`src/rtl/reg_bank_arbiter.sv`:
```
// Round-robin arbiter/sequencer for a shared tri-state register bank.
// Optional preset strobe: define REG_ARB_PRESET_EN.
module reg_bank_arbiter #(
    parameter int NrOfReq  = 4,
    parameter int AddrBits = 2,
    parameter int NrOfBits = 8
) (
    input  logic                         Clock,
    input  logic                         Reset,
    input  logic                         Tick,
    input  logic [NrOfReq-1:0]           req,
    input  logic [NrOfReq-1:0]           we,
    input  logic [NrOfReq*AddrBits-1:0]  addr,
    input  logic [NrOfReq*NrOfBits-1:0]  wdata,
    input  logic [NrOfBits-1:0]          bus_q,
`ifdef REG_ARB_PRESET_EN
    input  logic                         preset_req,
    output logic [(2**AddrBits)-1:0]     reg_pre,
`endif
    output logic [NrOfReq-1:0]           gnt,
    output logic [NrOfReq-1:0]           ack,
    output logic [NrOfBits-1:0]          rdata,
    output logic [NrOfBits-1:0]          bus_d,
    output logic [(2**AddrBits)-1:0]     reg_ce,
    output logic [(2**AddrBits)-1:0]     reg_cs
);

    localparam int NrOfRegs = 2**AddrBits;
    localparam int IdxBits  = $clog2(NrOfReq);

    typedef enum logic [2:0] {
        S_IDLE,
        S_ARB,
        S_ACCESS,
        S_DONE,
        S_PRESET
    } state_t;

    state_t state, state_d;

    logic [IdxBits-1:0]  ptr, ptr_d;
    logic [IdxBits-1:0]  win, win_d;
    logic                win_we, win_we_d;
    logic [AddrBits-1:0] win_addr, win_addr_d;
    logic [NrOfBits-1:0] win_wdata, win_wdata_d;

    logic [NrOfReq-1:0]  gnt_d, ack_d;
    logic [NrOfBits-1:0] rdata_d, bus_d_d;
    logic [NrOfRegs-1:0] ce_d, cs_d;

    logic                pick_ok;
    logic [IdxBits-1:0]  pick_idx;
    logic [IdxBits-1:0]  cand;

    logic [NrOfRegs-1:0] addr_hot;
    logic [NrOfReq-1:0]  win_hot;
    logic [NrOfReq-1:0]  pick_hot;

`ifdef REG_ARB_PRESET_EN
    logic [NrOfRegs-1:0] pre_d;
`endif

    assign addr_hot = NrOfRegs'(1) << win_addr;
    assign win_hot  = NrOfReq'(1) << win;
    assign pick_hot = NrOfReq'(1) << pick_idx;

    // First requester after the last winner, wrapping modulo NrOfReq.
    always_comb begin
        pick_ok  = 1'b0;
        pick_idx = '0;
        cand     = '0;
        for (int off = 1; off <= NrOfReq; off++) begin
            cand = IdxBits'((int'(ptr) + off) % NrOfReq);
            if (!pick_ok && req[cand]) begin
                pick_ok  = 1'b1;
                pick_idx = cand;
            end
        end
    end

    always_comb begin
        state_d     = state;
        ptr_d       = ptr;
        win_d       = win;
        win_we_d    = win_we;
        win_addr_d  = win_addr;
        win_wdata_d = win_wdata;
        gnt_d       = gnt;
        ack_d       = ack;
        rdata_d     = rdata;
        bus_d_d     = bus_d;
        ce_d        = reg_ce;
        cs_d        = reg_cs;
`ifdef REG_ARB_PRESET_EN
        pre_d       = reg_pre;
`endif
        if (Tick) begin
            unique case (state)
                S_IDLE: begin
`ifdef REG_ARB_PRESET_EN
                    if (preset_req) begin
                        pre_d   = '1;
                        state_d = S_PRESET;
                    end else
`endif
                    if (pick_ok) begin
                        win_d       = pick_idx;
                        win_we_d    = we[pick_idx];
                        win_addr_d  = addr[pick_idx*AddrBits +: AddrBits];
                        win_wdata_d = wdata[pick_idx*NrOfBits +: NrOfBits];
                        gnt_d       = pick_hot;
                        state_d     = S_ARB;
                    end
                end
                S_ARB: begin
                    if (win_we) begin
                        bus_d_d = win_wdata;
                        ce_d    = addr_hot;
                    end else begin
                        cs_d    = ~addr_hot;
                    end
                    state_d = S_ACCESS;
                end
                S_ACCESS: begin
                    ce_d  = '0;
                    cs_d  = '1;
                    if (!win_we)
                        rdata_d = bus_q;
                    ack_d   = win_hot;
                    ptr_d   = win;
                    state_d = S_DONE;
                end
                S_DONE: begin
                    ack_d   = '0;
                    gnt_d   = '0;
                    state_d = S_IDLE;
                end
`ifdef REG_ARB_PRESET_EN
                S_PRESET: begin
                    pre_d   = '0;
                    state_d = S_IDLE;
                end
`endif
                default: begin
                    state_d = S_IDLE;
                end
            endcase
        end
    end

    always_ff @(posedge Clock) begin
        if (Reset) begin
            state     <= S_IDLE;
            ptr       <= IdxBits'(NrOfReq - 1);
            win       <= '0;
            win_we    <= 1'b0;
            win_addr  <= '0;
            win_wdata <= '0;
            gnt       <= '0;
            ack       <= '0;
            rdata     <= '0;
            bus_d     <= '0;
            reg_ce    <= '0;
            reg_cs    <= '1;
`ifdef REG_ARB_PRESET_EN
            reg_pre   <= '0;
`endif
        end else begin
            state     <= state_d;
            ptr       <= ptr_d;
            win       <= win_d;
            win_we    <= win_we_d;
            win_addr  <= win_addr_d;
            win_wdata <= win_wdata_d;
            gnt       <= gnt_d;
            ack       <= ack_d;
            rdata     <= rdata_d;
            bus_d     <= bus_d_d;
            reg_ce    <= ce_d;
            reg_cs    <= cs_d;
`ifdef REG_ARB_PRESET_EN
            reg_pre   <= pre_d;
`endif
        end
    end

endmodule

```
`config.mk`:
```
export PLATFORM = sky130hd
export DESIGN_NAME = reg_bank_arbiter
export DESIGN_NICKNAME = d
export VERILOG_FILES = /design/src/rtl/reg_bank_arbiter.sv
export SDC_FILE = /design/constraint.sdc
export NUM_CORES = 1
export LEC_CHECK = 0
export ABC_AREA = 1
export CORE_MARGIN = 2
export CORE_UTILIZATION = 40
export CTS_CLUSTER_SIZE = 14
export DETAILED_ROUTE_END_ITERATION = 10
export PLACE_DENSITY = 0.82
export SYNTH_ARGS = -nofsm -noshare
export SYNTH_HDL_FRONTEND = slang
export SYNTH_SLANG_ARGS = --single-unit
```
`constraint.sdc`:
```
create_clock -name Clock -period 1.6 [get_ports Clock]
set_input_delay 0.32 -clock Clock [delete_from_list [all_inputs] [get_ports Clock]]
set_output_delay 0.32 -clock Clock [all_outputs]
set_load 0.02 [all_outputs]
```
==> impl_metrics.yaml, run 1 <==
outcome:
  status: "complete, but fails checks"
  violations: "setup timing"
global_routing:
  grt_antenna_before_repair: 0
  met1_usage_pct: 26.0
  overflow: 0
  track_usage_pct: 21.0
  grt.met3_usage_pct: 3.90
  grt_pass1_wl_mm: 12.7
  use_met2_pct: 37.5
  top_usage_layer: "met2"
  first_global_vias: 2796
  grt_max_degree: 28
sta:
  fin_ws_ns: -0.352
  hold_violations: 0
  whs_ns: 0.485
  setup_tns_ns: -5.36
  finalSetupViolations: 19
  fin_crit_ns: 1.95
  fmax_mhz: 512
  fin_crit_sh_pct: 122
  worstMarginPinSlew_ns: 0.395
  rsz0062_at_grt: "true"
  maxSlewViolCount: 0
  finalClockSkew_ns: 0.00199
  slew_headroom_pct: 73.5
power:
  finalPower_mw: 3.77
  vdd_drop_max_uv: 345
  power.density_nw_per_um2: 871
  leakage_nw: 2.28
logic_synthesis:
  synth_area_um2: 2740
  synth.area.top_cells: "dfxtp_1 36%, nand3_1 9.5%, nor2_1 7.3%"
  synth.distinct_cells: 29
  synth_ff_type: "dfxtp_1"
  syn-mean-instance-area_um2: 7.44
  synth_seq_cells: 49
  seq_area_frac_synth_pct: 35.8
  syn_inst: 368
  syn_nets: 432
  synth_top_area_share_pct: 35.8
  synth_warnings: 0
  async_flop_share_pct: 0
  synth_top_area_cell: "dfxtp_1"
  synth-edff-count: 0
finish:
  final_nets: 554
  layout_common_cells: "59 x clkdlybuf4s50_1, 51 x nor2_1, 46 x dfxtp_1"
  layout_commonest_cell: "clkdlybuf4s50_1"
  utilization_pct: 64.5
  drive_gt1_share_pct: 27.7
  area_growth_pct: 58.3
  diodes: 0
  n_fill_cell: 511
clock_tree:
  insertion_delay_ns: 0.29
  htreeDepth: 2
  clock_path_buffers: 2
  cts_made_buffers: 5
  path_clk_slew_ns: 0.09
  cts-root-buf: "clkbuf_8"
  holdBufCountCts: 0
  cts_tree: "done"
  cts_sinks: 49
floorplanning:
  design.die.area_um2: 7520
  dieHeight_um: 86.7
  fp.dieW_um: 86.7
  std_cell_rows: 30
  coreArea_um2: 6720
  start_util_pct: 40.7
  ios: 91
place:
  pre_cts_ws_ns: -0.770
  dp_hpwl_mm: 5.62
  port_buffers: 90
  gp_congestion: 0.830
worst_setup_path:
  path_common_cell: "nand2_4"
  critPathKind: "in2reg"
  cp.arrival_ns: 2.19
  cp_max_fo: 6
  critPathLaunchType: "input port"
  cp.required_ns: 1.84
  crit_chain: "clkdlybuf4s50_1 > inv_1 > nand2_4 > nand3_4 > nand2_4 > inv_1 > nand4_1 > nand2_4 > buf_6 > nor2_4 > nand3_2 > nand3_2 > nor2_2 > nor2_2"
  path_delay_family: "simple AND/OR/NAND/NOR gates"
  slowest_delay_ns: 0.47
  end_kind: "flop"
  cp_slowest_cell: "clkdlybuf4s50_1"
  crit_buf_inv: 4
route:
  drt_wl_total_mm: 8.68
  final_antenna_net_count: 0
  post-route-drc-count: 0
  detail_route.vias_per_cell: 5.37
  drtPass1Iterations: 5
  wl_per_cell_um: 15.2
  dr.first_iter.drc_count: 209
  num_vias: 3065
run:
  drv_cap: 0
worst_hold_path:
  hold_class: "reg2reg"
[flip-flops by register name, indices dropped and copies added, names as in the netlist]
signal and flops:
ack 4, win_addr 2, win_we 1, rdata 8, win_wdata 8, ptr 2
reg_ce 4, gnt 4, bus_d 8, state 2, win 2, reg_cs 4
[worst min-delay path, delay by kind of cell (launching register included)]
family	cells	cell delay (ns)
flops	1	0.33
compound gates	1	0.05
simple gates	1	0.07
[layout make-up]
type | count | area [um2] | share of cell area [%]
well taps | 80 | 100 | 2.31
flip-flops and latches | 49 | 990 | 22.9
clock inverters | 3 | 22.5 | 0.520
repair buffers | 127 | 1310 | 30.2
multi-input cells | 282 | 1730 | 40.0
clock buffers | 5 | 68.8 | 1.59
inverters | 25 | 111 | 2.57
[power breakdown]
group | switching, mW | internal, mW | leakage (nW)
clock | 0.417 | 0.307 | 0.0364
combinational | 0.895 | 0.732 | 1.85
sequential | 0.0902 | 1.33 | 0.401
total | 1.40 | 2.37 | 2.28
[cells in the mapped netlist, types with 3 or more instances]
library cell	count
nor3_1	4
dfxtp_1	49
nor2_4	4
inv_1	20
o21ai_0	28
nor2_1	53
o21ai_1	14
nand3_1	52
nand2_4	5
o211ai_1	3
nand4_1	4
a21oi_1	14
buf_6	7
nor2_2	22
inv_2	3
nand3_2	11
nand2_2	12
clkbuf_1	5
ha_1	5
nand2_1	42
[kinds of logic after synthesis]
kind of cell             Yosys count  share of synthesized area (%)
AND/OR/NAND/NOR                  211                           40.7
AO/OA/AOI/OAI                     63                           12.4
flip-flops                        49                           35.8
buffers and inverters             40                           8.73
adder cells (fa/ha/maj)            5                           2.29
[final timing paths]
check	start	endpoint	slack, ns	depth (start not counted)
max	req[2]	win_addr[1]$_SDFFE_PP0P_	-0.35	14
min	gnt[0]$_SDFFE_PP0P_	gnt[0]$_SDFFE_PP0P_	0.48	2
max reg2reg	ptr[0]$_SDFFE_PP1P_	win_addr[1]$_SDFFE_PP0P_	-0.35	15
min reg2reg	gnt[0]$_SDFFE_PP0P_	gnt[0]$_SDFFE_PP0P_	0.48	2
[layer usage]
layer / routed length [um] / share of wire [%] / up-vias
met2: 4590 / 53 / 127
li1: - / - / 1477
met4: 200 / 2.3 / 0
met1: 3450 / 40 / 1434
met5: 0 / 0 / -
met3: 436 / 5.0 / 27
[repair_timing]
action	CTS	global route
buffers inserted	2	14
setup endpoints to repair	21	49
pin swaps	19	23
cloned	3	1
gates resized for setup	26	58
[stage by stage]
stage / area, um2 / instances
2_1_floorplan: 2740 / 368
3_3_place_gp: 3820 / 545
3_5_place_dp: 3820 / 545
4_1_cts: 4040 / 557
5_1_grt: 4330 / 571
6_report: 4330 / 571
(Power assumes the default switching activity.)
==> run 2: changes to the inputs <==
CTS_CLUSTER_DIAMETER = 100   (was unset)
SLEW_MARGIN = 20   (was unset)
==> results of run 2 <==
No change in the layout: final DEF, timing and power equal those of run 1.
